`config.mk`:
```
export PLATFORM = sky130hd
export DESIGN_NAME = fetch_exec_ctrl_flat
export DESIGN_NICKNAME = d
export VERILOG_FILES = /design/src/rtl/fetch_exec_ctrl_pkg.sv /design/src/rtl/fetch_exec_ctrl_if.sv /design/src/rtl/fetch_exec_ctrl_wait_timer.sv /design/src/rtl/fetch_exec_ctrl.sv /design/src/flat_wrapper.sv
export SDC_FILE = /design/constraint.sdc
export NUM_CORES = 1
export LEC_CHECK = 0
export ABC_AREA = 1
export CAP_MARGIN = 20
export CORE_MARGIN = 1.5
export CORE_UTILIZATION = 35
export DETAILED_ROUTE_END_ITERATION = 6
export PLACE_DENSITY_LB_ADDON = 0.15
export SLEW_MARGIN = 10
export SYNTH_ARGS = -nofsm -noshare
export SYNTH_HDL_FRONTEND = slang
export SYNTH_SLANG_ARGS = --single-unit
```
`constraint.sdc`:
```
create_clock -name clk_i -period 3.85 [get_ports clk_i]
set_clock_uncertainty 0.1 [all_clocks]
set_input_delay 0.5775 -clock clk_i [delete_from_list [all_inputs] [get_ports clk_i]]
set_output_delay 0.5775 -clock clk_i [all_outputs]
set_load 0.02 [all_outputs]
```
`src/rtl/fetch_exec_ctrl_pkg.sv`:
```
// Shared definitions for the fetch/execute sequencer: state encoding,
// opcode classes and small instruction-decode helpers.
package fetch_exec_ctrl_pkg;

    typedef enum logic [2:0] {
        ST_IDLE     = 3'd0,
        ST_FETCH    = 3'd1,
        ST_DECODE   = 3'd2,
        ST_EXEC     = 3'd3,
        ST_WAIT_ALU = 3'd4,
        ST_MEM      = 3'd5,
        ST_WB       = 3'd6,
        ST_HALT     = 3'd7
    } state_e;

    typedef enum logic [1:0] {
        OP_ALU = 2'b00,
        OP_LD  = 2'b01,
        OP_ST  = 2'b10,
        OP_JMP = 2'b11
    } op_class_e;

    // ALU-class encoding reserved to stop the core
    localparam logic [7:0] HALT_CODE    = 8'h3F;
    // Jump targets stay inside the current 64-byte page of the PC
    localparam logic [7:0] PC_PAGE_MASK = 8'hC0;

    function automatic op_class_e op_class(input logic [7:0] ins);
        return op_class_e'(ins[7:6]);
    endfunction

    function automatic logic is_halt(input logic [7:0] ins);
        return (ins == HALT_CODE);
    endfunction

endpackage

```
`src/rtl/fetch_exec_ctrl_if.sv`:
```
// Bundle of the sequencer's handshakes with the fetch stage, the ALU,
// the data memory and the register file. The controller side uses the
// master modport; the surrounding core (or a bench) uses slave.
interface fetch_exec_ctrl_if;

    logic       run;
    logic [7:0] inscode;
    logic [7:0] pc;
    logic       alu_done;
    logic       mem_ready;

    logic       fetch_en;
    logic [7:0] jmp;
    logic [7:0] pcjmp;
    logic [7:0] ir;
    logic       alu_start;
    logic       mem_req;
    logic       mem_we;
    logic       reg_we;
    logic       halted;
    logic       fault;

    modport master (
        input  run, inscode, pc, alu_done, mem_ready,
        output fetch_en, jmp, pcjmp, ir, alu_start, mem_req, mem_we,
               reg_we, halted, fault
    );

    modport slave (
        output run, inscode, pc, alu_done, mem_ready,
        input  fetch_en, jmp, pcjmp, ir, alu_start, mem_req, mem_we,
               reg_we, halted, fault
    );

endinterface

```
`src/rtl/fetch_exec_ctrl_wait_timer.sv`:
```
// Watchdog for the ALU/memory wait states. Cleared on the edge that enters
// a wait state, it counts cycles spent there; expired_o is high during the
// TIMEOUT-th wait cycle. The count saturates so it never wraps.
module fetch_exec_ctrl_wait_timer #(
    parameter int unsigned TIMEOUT = 15
) (
    input  logic clk_i,
    input  logic reset_i,
    input  logic clear_i,
    input  logic enable_i,
    output logic expired_o
);

    // Count value seen during the last permitted wait cycle
    localparam logic [7:0] LAST_CNT = 8'(TIMEOUT - 1);

    logic [7:0] count_q;
    logic [7:0] count_d;
    logic       expired_q;

    // Next count: clear on entry, advance while waiting, hold at the limit
    always_comb begin
        count_d = count_q;
        if (clear_i) begin
            count_d = 8'd0;
        end else if (enable_i && (count_q != LAST_CNT)) begin
            count_d = count_q + 8'd1;
        end else begin
            count_d = count_q;
        end
    end

    // Counter and registered expiry flag
    always_ff @(posedge clk_i) begin
        if (reset_i) begin
            count_q   <= 8'd0;
            expired_q <= 1'b0;
        end else begin
            count_q   <= count_d;
            expired_q <= (count_d == LAST_CNT);
        end
    end

    assign expired_o = expired_q;

endmodule

```
`src/rtl/fetch_exec_ctrl.sv`:
```
// Multi-cycle sequencer of the 8-bit core. Steps FETCH/DECODE/EXEC, then
// waits on the ALU or data memory, writes back, and handles jumps, HALT and
// a sticky wait-timeout fault. Every output is a register loaded from the
// next state, so each output lines up exactly with its state cycle.
module fetch_exec_ctrl
    import fetch_exec_ctrl_pkg::*;
#(
    parameter int unsigned TIMEOUT = 15
) (
    input  logic                clk_i,
    input  logic                reset_i,
    fetch_exec_ctrl_if.master   bus_io
);

    state_e     state_q;
    state_e     state_d;
    logic [7:0] ir_q;
    logic [7:0] ir_d;
    logic       fault_q;
    logic       fault_d;

    logic       fetch_en_q;
    logic [7:0] jmp_q;
    logic [7:0] pcjmp_q;
    logic       alu_start_q;
    logic       mem_req_q;
    logic       mem_we_q;
    logic       reg_we_q;
    logic       halted_q;

    logic       exec_jump_s;
    logic       exec_alu_s;
    logic       timer_clear_s;
    logic       timer_en_s;
    logic       timer_expired_s;

    fetch_exec_ctrl_wait_timer #(
        .TIMEOUT (TIMEOUT)
    ) u_wait_timer (
        .clk_i     (clk_i),
        .reset_i   (reset_i),
        .clear_i   (timer_clear_s),
        .enable_i  (timer_en_s),
        .expired_o (timer_expired_s)
    );

    // Next-state, instruction latch and fault decisions
    always_comb begin
        state_d = state_q;
        ir_d    = ir_q;
        fault_d = fault_q;
        case (state_q)
            ST_IDLE: begin
                if (bus_io.run) begin
                    state_d = ST_FETCH;
                end else begin
                    state_d = ST_IDLE;
                end
            end
            ST_FETCH: begin
                state_d = ST_DECODE;
            end
            ST_DECODE: begin
                ir_d    = bus_io.inscode;
                state_d = ST_EXEC;
            end
            ST_EXEC: begin
                if (is_halt(ir_q)) begin
                    state_d = ST_HALT;
                end else begin
                    case (op_class(ir_q))
                        OP_ALU:  state_d = ST_WAIT_ALU;
                        OP_LD:   state_d = ST_MEM;
                        OP_ST:   state_d = ST_MEM;
                        // The jump cycle itself fetches the target
                        OP_JMP:  state_d = ST_DECODE;
                        default: state_d = ST_IDLE;
                    endcase
                end
            end
            ST_WAIT_ALU: begin
                if (bus_io.alu_done) begin
                    state_d = ST_WB;
                end else if (timer_expired_s) begin
                    state_d = ST_HALT;
                    fault_d = 1'b1;
                end else begin
                    state_d = ST_WAIT_ALU;
                end
            end
            ST_MEM: begin
                if (bus_io.mem_ready) begin
                    if (op_class(ir_q) == OP_ST) begin
                        state_d = ST_FETCH;
                    end else begin
                        state_d = ST_WB;
                    end
                end else if (timer_expired_s) begin
                    state_d = ST_HALT;
                    fault_d = 1'b1;
                end else begin
                    state_d = ST_MEM;
                end
            end
            ST_WB: begin
                state_d = ST_FETCH;
            end
            ST_HALT: begin
                // A timeout fault can only be cleared by reset
                if (bus_io.run && !fault_q) begin
                    state_d = ST_FETCH;
                end else begin
                    state_d = ST_HALT;
                end
            end
            default: begin
                state_d = ST_IDLE;
            end
        endcase
    end

    // Output and timer-control decode for the upcoming cycle
    always_comb begin
        exec_jump_s   = (state_d == ST_EXEC) && (op_class(ir_d) == OP_JMP);
        exec_alu_s    = (state_d == ST_EXEC) && (op_class(ir_d) == OP_ALU)
                        && !is_halt(ir_d);
        timer_en_s    = (state_q == ST_WAIT_ALU) || (state_q == ST_MEM);
        timer_clear_s = ((state_d == ST_WAIT_ALU) || (state_d == ST_MEM))
                        && (state_d != state_q);
    end

    // State, instruction register, sticky fault and registered outputs.
    // pcjmp takes the PC seen in DECODE; the fetch stage holds it until the
    // jump cycle because fetch_en is low in DECODE.
    always_ff @(posedge clk_i) begin
        if (reset_i) begin
            state_q     <= ST_IDLE;
            ir_q        <= 8'h00;
            fault_q     <= 1'b0;
            fetch_en_q  <= 1'b0;
            jmp_q       <= 8'h00;
            pcjmp_q     <= 8'h00;
            alu_start_q <= 1'b0;
            mem_req_q   <= 1'b0;
            mem_we_q    <= 1'b0;
            reg_we_q    <= 1'b0;
            halted_q    <= 1'b0;
        end else begin
            state_q     <= state_d;
            ir_q        <= ir_d;
            fault_q     <= fault_d;
            fetch_en_q  <= (state_d == ST_FETCH) || exec_jump_s;
            jmp_q       <= exec_jump_s ? {2'b11, ir_d[5:0]} : 8'h00;
            pcjmp_q     <= exec_jump_s ? (bus_io.pc & PC_PAGE_MASK) : 8'h00;
            alu_start_q <= exec_alu_s;
            mem_req_q   <= (state_d == ST_MEM);
            mem_we_q    <= (state_d == ST_MEM) && (op_class(ir_d) == OP_ST);
            reg_we_q    <= (state_d == ST_WB);
            halted_q    <= (state_d == ST_HALT);
        end
    end

    assign bus_io.fetch_en  = fetch_en_q;
    assign bus_io.jmp       = jmp_q;
    assign bus_io.pcjmp     = pcjmp_q;
    assign bus_io.ir        = ir_q;
    assign bus_io.alu_start = alu_start_q;
    assign bus_io.mem_req   = mem_req_q;
    assign bus_io.mem_we    = mem_we_q;
    assign bus_io.reg_we    = reg_we_q;
    assign bus_io.halted    = halted_q;
    assign bus_io.fault     = fault_q;

endmodule

```
`src/flat_wrapper.sv`:
```
// flat-port wrapper written by rule: the top's interface ports become plain ports
module fetch_exec_ctrl_flat import fetch_exec_ctrl_pkg::*;
#(
    parameter int unsigned TIMEOUT = 15
)
  (clk_i, reset_i, bus_io_run, bus_io_inscode, bus_io_pc, bus_io_alu_done, bus_io_mem_ready, bus_io_fetch_en, bus_io_jmp, bus_io_pcjmp, bus_io_ir, bus_io_alu_start, bus_io_mem_req, bus_io_mem_we, bus_io_reg_we, bus_io_halted, bus_io_fault);
  fetch_exec_ctrl_if bus_io_i ();
  input  logic clk_i;
  input  logic reset_i;
  input wire logic [$bits(bus_io_i.run)-1:0] bus_io_run;
  input wire logic [$bits(bus_io_i.inscode)-1:0] bus_io_inscode;
  input wire logic [$bits(bus_io_i.pc)-1:0] bus_io_pc;
  input wire logic [$bits(bus_io_i.alu_done)-1:0] bus_io_alu_done;
  input wire logic [$bits(bus_io_i.mem_ready)-1:0] bus_io_mem_ready;
  output wire logic [$bits(bus_io_i.fetch_en)-1:0] bus_io_fetch_en;
  output wire logic [$bits(bus_io_i.jmp)-1:0] bus_io_jmp;
  output wire logic [$bits(bus_io_i.pcjmp)-1:0] bus_io_pcjmp;
  output wire logic [$bits(bus_io_i.ir)-1:0] bus_io_ir;
  output wire logic [$bits(bus_io_i.alu_start)-1:0] bus_io_alu_start;
  output wire logic [$bits(bus_io_i.mem_req)-1:0] bus_io_mem_req;
  output wire logic [$bits(bus_io_i.mem_we)-1:0] bus_io_mem_we;
  output wire logic [$bits(bus_io_i.reg_we)-1:0] bus_io_reg_we;
  output wire logic [$bits(bus_io_i.halted)-1:0] bus_io_halted;
  output wire logic [$bits(bus_io_i.fault)-1:0] bus_io_fault;
  assign bus_io_i.run = bus_io_run;
  assign bus_io_i.inscode = bus_io_inscode;
  assign bus_io_i.pc = bus_io_pc;
  assign bus_io_i.alu_done = bus_io_alu_done;
  assign bus_io_i.mem_ready = bus_io_mem_ready;
  assign bus_io_fetch_en = bus_io_i.fetch_en;
  assign bus_io_jmp = bus_io_i.jmp;
  assign bus_io_pcjmp = bus_io_i.pcjmp;
  assign bus_io_ir = bus_io_i.ir;
  assign bus_io_alu_start = bus_io_i.alu_start;
  assign bus_io_mem_req = bus_io_i.mem_req;
  assign bus_io_mem_we = bus_io_i.mem_we;
  assign bus_io_reg_we = bus_io_i.reg_we;
  assign bus_io_halted = bus_io_i.halted;
  assign bus_io_fault = bus_io_i.fault;
  fetch_exec_ctrl #(.TIMEOUT(TIMEOUT)) u_core (.clk_i(clk_i), .reset_i(reset_i), .bus_io(bus_io_i));
endmodule
```
Word-level counts from Yosys, hierarchy flattened
Index checks and enable logic that the tools add are counted.

storage, ports and cells
  flip-flop bits (word level) = 43
  logic and storage cells = 79

cells by class
  $add $sub $neg = 1
  equality and inequality tests = 25
  mux-type cells = 18
  bitwise operators = 1
  reductions and logical operators = 19

operators by type and width
  cell                                            count
  2-to-1 mux 8 bit                                4
  == test 3 bit (second input constant)           8
  case mux 3 bit (8 select lines)                 1
  == test 8 x 6 -> 1 bit (second input constant)  2
  2-to-1 mux 3 bit                                5
  == test 3 x 2 -> 1 bit (second input constant)  3
  case mux 3 bit (3 select lines)                 1
  adder 8 x 1 -> 8 bit (second input constant)    1
  == test 2 bit (second input constant)           4
  == test 8 x 4 -> 1 bit (second input constant)  1
  != test 8 x 4 -> 1 bit (second input constant)  1
  logical AND 1 bit                               7
  == test 3 x 1 -> 1 bit (second input constant)  2
  logical NOT 2 bit                               2
  2-to-1 mux 1 bit                                4
  2-to-1 mux 2 bit                                2
  != test 2 bit (second input constant)           2
  OR reduction 2 bit                              2
  logical NOT 3 bit                               1
  logical OR 1 bit                                3
  != test 3 bit                                   1
  AND reduction 3 bit                             1
  == test 2 x 1 -> 1 bit (second input constant)  1
  logical NOT 1 bit                               2
  other kinds (3)                                 3

Longest topological paths before layout
Gate-level depths: netlist of the first run.

  word-level depth = 10
  gate-level depth with buffers = 14
  depth with buffers taken out = 14

Cells and area by module
From an unflattened synthesis of the first run, not the netlist that was laid out.

unflattened totals
  cell total of the unflattened synthesis = 269
  area, all modules = 1860.5 µm²

by module, submodules not included
  module                      instances  cells each  area an instance (µm²)  sequential area each (µm²)
  fetch_exec_ctrl             1          177         1271.2                  540.5
  fetch_exec_ctrl_wait_timer  1          92          589.3                   180.2

Least setup slack after synthesis of the first run
OpenSTA, ideal clock, no wires.

  path type = flip-flop to flip-flop
  start point = reg u_core.ir_q[6], in the netlist u_core.bus_io.ir[6]
  end point = reg u_core.jmp_q[0], in the netlist u_core.bus_io.jmp[0]
  setup time = 0.066 ns
  arrival = 1.761 ns
  path slack = 1.923 ns
  cell stages (with the launch flop) = 12
  buffers on the path = 0
  period minus slack after synthesis = 1.927 ns
  cells stage by stage = dfxtp_1 > inv_1 > ha_1 > nand2_1 > nor2_1 > nand2_1 > nand2_1 > a21oi_4 > inv_2 > nor3_4 > nand3_4 > nor2_2

on the way
  longest elaborated chain between the ends = 9

ends and longest elaborated chain
  element                                                  RTL line                                      RTL
  from (decl)                                              fetch_exec_ctrl.sv:17                         logic [7:0] ir_q;
  from (signal assigned)                                   fetch_exec_ctrl.sv:150                        ir_q <= ir_d;
  == test 2 x 1 -> 1 bit or == test 2 bit (tied branches)  fetch_exec_ctrl.sv:71, fetch_exec_ctrl.sv:93
  OR reduction 2 bit (no line)                             n/a
  case mux 3 bit (3 select lines)                          fetch_exec_ctrl.sv:71                         case (op_class(ir_q))
  2-to-1 mux 3 bit                                         fetch_exec_ctrl.sv:68                         if (is_halt(ir_q)) begin
  case mux 3 bit (8 select lines)                          fetch_exec_ctrl.sv:52                         case (state_q)
  == test 3 x 2 -> 1 bit                                   fetch_exec_ctrl.sv:124                        exec_jump_s = (state_d == ST_EXEC) && (op_class(ir_d) == OP_JMP);
  logical AND 1 bit *                                      fetch_exec_ctrl.sv:124
  inverter 1 bit (no line) *                               n/a
  OR reduction 2 bit (no line) *                           n/a
  to (signal assigned)                                     fetch_exec_ctrl.sv:153                        jmp_q <= exec_jump_s ? {2'b11, ir_d[5:0]} : 8'h00;
  to (decl)                                                fetch_exec_ctrl.sv:23                         logic [7:0] jmp_q;

Mark *: on every way between the ends. The rest lies on a longest branch, timed or not.
A chain may end at the register's enable or synchronous reset.

Final worst setup path of the first run
  start point = in bus_io_mem_ready
  end point = reg u_core.fetch_en_q, in the netlist u_core.bus_io.fetch_en

on the way
  longest elaborated chain between the ends = 5

ends and longest elaborated chain
  element                            RTL line                RTL
  from (decl)                        flat_wrapper.sv:14      input wire logic [$bits(bus_io_i.mem_ready)-1:0] bus_io_mem_ready;
  2-to-1 mux 3 bit *                 fetch_exec_ctrl.sv:92   if (bus_io.mem_ready) begin
  case mux 3 bit (8 select lines) *  fetch_exec_ctrl.sv:52
  == test 3 x 2 -> 1 bit             fetch_exec_ctrl.sv:124
  logical AND 1 bit                  fetch_exec_ctrl.sv:124
  logical OR 1 bit *                 fetch_exec_ctrl.sv:152  fetch_en_q <= (state_d == ST_FETCH) || exec_jump_s;
  to (signal assigned)               fetch_exec_ctrl.sv:152
  to (decl)                          fetch_exec_ctrl.sv:22   logic fetch_en_q;

Marks and branches as above.

==> summary.txt, run 1 <==
Outcome = finished, final reports clean
Synth Area per Inst = 7.44 sq um
Post-CTS setup buffers = 0
Resize count post-CTS = 0
Critical path class = in -> reg
Final Cycle Share = 0.543
Biggest cell delay along the critical path = 0.50 ns
Cell count after synthesis = 232
Tmin final = 2.09 ns
Setup crit end kind = flop
CP bufs+invs = 2
Clk pin slew, worst setup/hold paths = 0.07 ns
Starting Density = 0.365
Kind of cell adding the most delay to the critical path = simple AND/OR/NAND/NOR gates
Hold path startpoint = u_core.bus_io.fault$_SDFFE_PP0P_
First-pass DRT Iterations = 4
Number of diodes = 0
Post-synth top flop = dfxtp_1
Leakage = 0.984 nW
Dpl cell area = 2150 sq um
Clk buf depth = 2
FF+latch count, synth = 36
Initial antenna violation count = 0
Tightest Pin Transition = 0.624 ns
Slew Viols, Final = 0
Max-Cap Viols = 0
All-Layer GR Usage = 0.150
Root Driver = clkbuf_8
Asr flop ratio synth = 0
Initial drt markers = 63
Nets = 300
Largest net degree at the start of global routing = 17
Port Buffers = 39
Overflow after GRT = 0
Antenna viol nets, final = 0
Critical Path AT = 2.21 ns
RSZ-0062 raised after global routing = no
Dpl ws = 1.46 ns
Setup WS post-layout = 1.76 ns
Die area = 5360 sq um
CP most frequent cell = nand2_1
Post-route setup TNS = 0 ns
Via count = 1469
Largest cells by area after synthesis = dfxtp_1, nand2_1, nor2_1
YS warnings = 0
Vias in the first global route = 1317
Post-DP HPWL = 2740 um
CP startpoint kind = input port
VDD IR max = 0.204 mV
Hold WC Path Type = reg -> reg
Vias per cell = 4.31
Final wirelength = 3630 um
Row cnt = 25
Netlist cell types = 30
Highest-delay cell along the critical path = clkdlybuf4s50_1
Number of synthesized flops with an enable pin = 0
Start point of the critical path = bus_io_mem_ready
# DRC = 0
Setup Viol. Count Final = 0
Core box area = 4720 sq um
Critical Path Fanout Max = 10
Hold Fails Final Rpt = 0
Post-synth top area share = 0.418
Sequential-to-total area share from yosys stat = 0.418
Worst-skew pair later-pin latency = 0.28 ns
CTS Sinks = 36
Post-route cell area = 2260 sq um
Maximum clock rate = 478 MHz
First-pass GRT wire length = 6070 um
R2r startpoint = u_core.state_q[2]$_SDFF_PP0_
Mapped cell area = 1730 sq um
Fill cell count = 517
CP cell instances = clkdlybuf4s50_1 > nand2_1 > o21ai_1 > nand2_1 > a21oi_4 > inv_2 > nor3_4 > nand3_4 > nand2_1
Area leader, netlist = dfxtp_1
Register area = 721 sq um
IO Pins = 52
Relative slew slack = 0.583
WL/cell = 10.7 um
Die Y = 73.2 um
Multi-input gate area = 842 sq um
P per Cell Area = 455 nW/um^2
Die Wd = 73.2 um
Num CTS Buffers = 5
H-tree Lvls = 2
Hold_buf cts = 0
Ratio of cells with drive above 1 in the final layout = 0.120
CTS tree = done
GP Congestion = 0.822
Area grow syn2layout = 31.0%
Required @ worst endpoint = 3.97 ns
per-stage QoR:
step / instances / hold WS, ns / utilization / total power [mW]
finish: 341 / 0.423 / 0.479 / 1.03
global route: 341 / 0.467 / 0.479 / 1.10
CTS: 341 / 0.433 / 0.479 / 1.05
detailed placement: 333 / 0.414 / 0.456 / 0.715
global placement: 333 / 0.402 / 0.456 / 0.714
floorplan: 237 / 0.395 / - / 0.625
cell usage in the layout (no fill, tap or decap), types with 2 or more instances in the layout:
cell type,netlist,routed
nor4_1,3,3
inv_2,4,4
dfxtp_1,36,36
nand4_1,3,3
ha_1,6,6
inv_1,27,27
nand3_1,8,8
nor2_1,32,32
nand2_2,5,5
a21oi_1,5,5
clkdlybuf4s50_1,0,39
conb_1,1,6
xor2_1,5,5
o21ai_0,10,10
mux2i_1,2,2
clkbuf_8,0,5
nor2_2,12,12
nand2_1,53,53
area by class of cell:
cell class              count  share of cell area
multi-input cells         160               0.372
flip-flops and latches     36               0.319
inverters                  31              0.0515
well taps                  67              0.0371
clock buffers               6              0.0321
repair buffers             39               0.173
clock inverters             2              0.0155
state kept, by name, indices dropped and copies added (netlist names):
signal                         cells
u_core.u_wait_timer.expired_o      1
u_core.bus_io.pcjmp                2
u_core.bus_io.halted               1
u_core.state_q                     3
u_core.bus_io.fetch_en             1
u_core.bus_io.mem_req              1
u_core.bus_io.mem_we               1
u_core.bus_io.alu_start            1
u_core.u_wait_timer.count_q        8
u_core.bus_io.jmp                  7
u_core.bus_io.ir                   8
u_core.bus_io.fault                1
u_core.bus_io.reg_we               1
worst min-delay path, stage by stage (launching register included):
cell     delay, ns
dfxtp_1       0.37
o31ai_1       0.09
inv_1         0.04
report_power, final:
group	total [mW]	switching (mW)	internal, mW
logic	0.277	0.174	0.103
clock network	0.324	0.132	0.192
registers	0.428	0.0264	0.401
total	1.03	0.333	0.696
cells in the mapped netlist (2+ instances only):
library cell and number:
a21oi_1 5, buf_4 7, dfxtp_1 36, ha_1 6, inv_1 27, inv_2 4, mux2i_1 2, nand2_1 53
nand2_2 5, nand3_1 8, nand4_1 3, nor2_1 32, nor2_2 12, nor4_1 3, o21ai_0 10, xor2_1 5
final timing paths:
kind | end | slack [ns] | cells after the start
setup / recovery | u_core.bus_io.fetch_en$_SDFF_PP0_ | 1.76 | 9
hold / removal | u_core.bus_io.fault$_SDFFE_PP0P_ | 0.42 | 2
setup reg to reg | u_core.bus_io.fetch_en$_SDFF_PP0_ | 1.77 | 6
hold reg to reg | u_core.bus_io.fault$_SDFFE_PP0P_ | 0.42 | 2
cell families (layout without fill, tap and decap cells):
| logic type | Yosys count | in the layout | share of synthesized area |
|---|---|---|---|
| adders and majority gates | 6 | 6 | 0.0435 |
| and+or+nand+nor | 121 | 121 | 0.324 |
| muxes | 2 | 2 | 0.0116 |
| DFF | 36 | 36 | 0.418 |
| buffers and inverters | 41 | 78 | 0.105 |
| other | 1 | 6 | 0.00217 |
| xor gates and xnor gates | 6 | 6 | 0.0305 |
| AOI/OAI and AO/OA | 19 | 19 | 0.0653 |
per-layer routing:
| metal | GRT usage | share of wire | vias to the layer above |
|---|---|---|---|
| met3 | 0.0387 | 0.043 | 5 |
| met5 | 0 | 0 | - |
| met2 | 0.222 | 0.42 | 33 |
| li1 | - | - | 789 |
| met4 | 0.0629 | 0.014 | 0 |
| met1 | 0.207 | 0.52 | 642 |
No activity file was read; power rests on OpenSTA's default activity.
==> run 2: changes to the inputs <==
==> constraint.sdc (replaced) <==
create_clock -name clk_i -period 2.1 [get_ports clk_i]
set_clock_uncertainty 0.1 [all_clocks]
set_input_delay 0.315 -clock clk_i [delete_from_list [all_inputs] [get_ports clk_i]]
set_output_delay 0.315 -clock clk_i [all_outputs]
set_load 0.02 [all_outputs]
==> summary.txt, run 2 (synthesis gave the netlist of run 1 again) <==
Outcome = finished, final reports clean
Die Y = 73.2 um
Maximum clock rate = 524 MHz
Fill cell count = 460
Overflow after GRT = 0
Final Cycle Share = 0.910
Most frequent cells in the layout = nand2_1, clkdlybuf4s50_1, dfxtp_1, nor2_1, inv_1
Dpl cell area = 2210 sq um
Critical Path AT = 2.04 ns
Max-Cap Viols = 0
Port Buffers = 39
Leakage = 1.02 nW
Vias in the first global route = 1315
All-Layer GR Usage = 0.147
Commonest non-fill, non-tap cell in the layout = nand2_1
CTS Sinks = 36
Area grow syn2layout = 35.1%
Slew Viols, Final = 0
Post-route cell area = 2330 sq um
Starting Density = 0.365
RSZ-0062 raised after global routing = no
Clk buf depth = 2
Crit path depth = 11
CP cell instances = inv_2 > ha_1 > nand2_1 > nor2_1 > nand2_2 > nand2_2 > a21oi_4 > inv_2 > nor3_4 > nand3_4 > nor2_2
Kind of cell adding the most delay to the critical path = simple AND/OR/NAND/NOR gates
Clk pin slew, worst setup/hold paths = 0.08 ns
IO Pins = 52
VDD IR max = 0.431 mV
GP Congestion = 0.818
Placed Instances = 340
First-pass DRT Iterations = 4
Vias per cell = 4.23
H-tree Lvls = 2
Setup crit end kind = flop
Hold WC Path Type = reg -> reg
Antenna viol nets, final = 0
Worst Reg-to-Reg Cells = 11
Nets = 309
WHS = 0.414 ns
WL/cell = 10.5 um
First-pass GRT wire length = 5940 um
Via count = 1480
Number of diodes = 0
Required @ worst endpoint = 2.23 ns
CP startpoint kind = flop
Final Util = 0.494
Tmin final = 1.91 ns
Core box area = 4720 sq um
P per Cell Area = 790 nW/um^2
Setup Viol. Count Final = 0
Highest-delay cell along the critical path = dfxtp_2
Post-DP HPWL = 2730 um
Initial antenna violation count = 0
Initial drt markers = 76
Final wirelength = 3680 um
Row cnt = 25
Largest net degree at the start of global routing = 15
Hold Fails Final Rpt = 0
Worst-skew pair later-pin latency = 0.29 ns
CP bufs+invs = 2
# DRC = 0
Multi-input gate area = 867 sq um
Num CTS Buffers = 5
Biggest cell delay along the critical path = 0.36 ns
Post-route insts no fill = 350
Root Driver = clkbuf_8
Ratio of cells with drive above 1 in the final layout = 0.173
CTS tree = done
Hold path cells = 2
Critical Path Fanout Max = 6
Register area = 726 sq um
Die Wd = 73.2 um
Die area = 5360 sq um
Critical path class = reg -> reg
-- run 2: cell types whose count changed in the layout (fill, tap and decap cells not counted), moves of 2 or more --
cell     change
nand2_1      -2
buf_4        +8
dfxtp_1      -2
nand2_2      +2
-- run 2: metal layers --
layer	wire length [um]	part of all wire	vias to the layer above	GRT usage
li1	-	-	814	-
met1	1920	0.52	627	0.208
met2	1560	0.42	32	0.210
met3	149	0.040	7	0.0359
met4	52	0.014	0	0.0629
met5	0	0	-	0
-- run 2: worst paths after layout --
path	slack, ns	from	end
max	0.19	u_core.bus_io.ir[6]$_SDFF_PP0_	u_core.bus_io.jmp[5]$_SDFF_PP0_
min	0.41	u_core.bus_io.fault$_SDFFE_PP0P_	u_core.bus_io.fault$_SDFFE_PP0P_
max reg2reg	0.19	u_core.bus_io.ir[6]$_SDFF_PP0_	u_core.bus_io.jmp[5]$_SDFF_PP0_
min reg2reg	0.41	u_core.bus_io.fault$_SDFFE_PP0P_	u_core.bus_io.fault$_SDFFE_PP0P_
-- run 2: worst register-to-register path, cell delays in order (launching register included) --
cell	delay [ns]
dfxtp_2	0.36
inv_2	0.05
ha_1	0.19
nand2_1	0.05
nor2_1	0.04
nand2_2	0.09
nand2_2	0.07
a21oi_4	0.24
inv_2	0.08
nor3_4	0.28
nand3_4	0.18
nor2_2	0.13
-- run 2: area by class of cell --
cell class / instances / share of cell area
clock buffer: 5 / 0.0295
clock inverter: 3 / 0.00805
inverter: 31 / 0.0499
multi-input combinational: 161 / 0.372
sequential: 36 / 0.311
tap: 67 / 0.0360
timing repair buffer: 47 / 0.193
-- run 2: timing repair --
| action | in CTS | in global routing |
|---|---|---|
| gates resized for setup | 0 | 8 |
| hold buffers | 0 | 0 |
| hold endpoints to repair | 0 | 0 |
| setup endpoints to repair | 0 | 11 |
| buffers inserted | 0 | 1 |
-- run 2: power by group --
group / internal [mW] / switching (mW)
sequential: 0.738 / 0.0484
clock: 0.231 / 0.253
combinational: 0.227 / 0.343
total: 1.20 / 0.645
-- run 2: metrics by stage --
step | setup TNS, ns | power [mW] | worst slack (ns)
floorplan | 0 | 1.15 | 0.173
global placement | 0 | 1.34 | 0.0171
detailed placement | -0.205 | 1.34 | -0.0343
CTS | 0 | 1.83 | 0.0690
global route | 0 | 1.96 | 0.00974
finish | 0 | 1.84 | 0.190
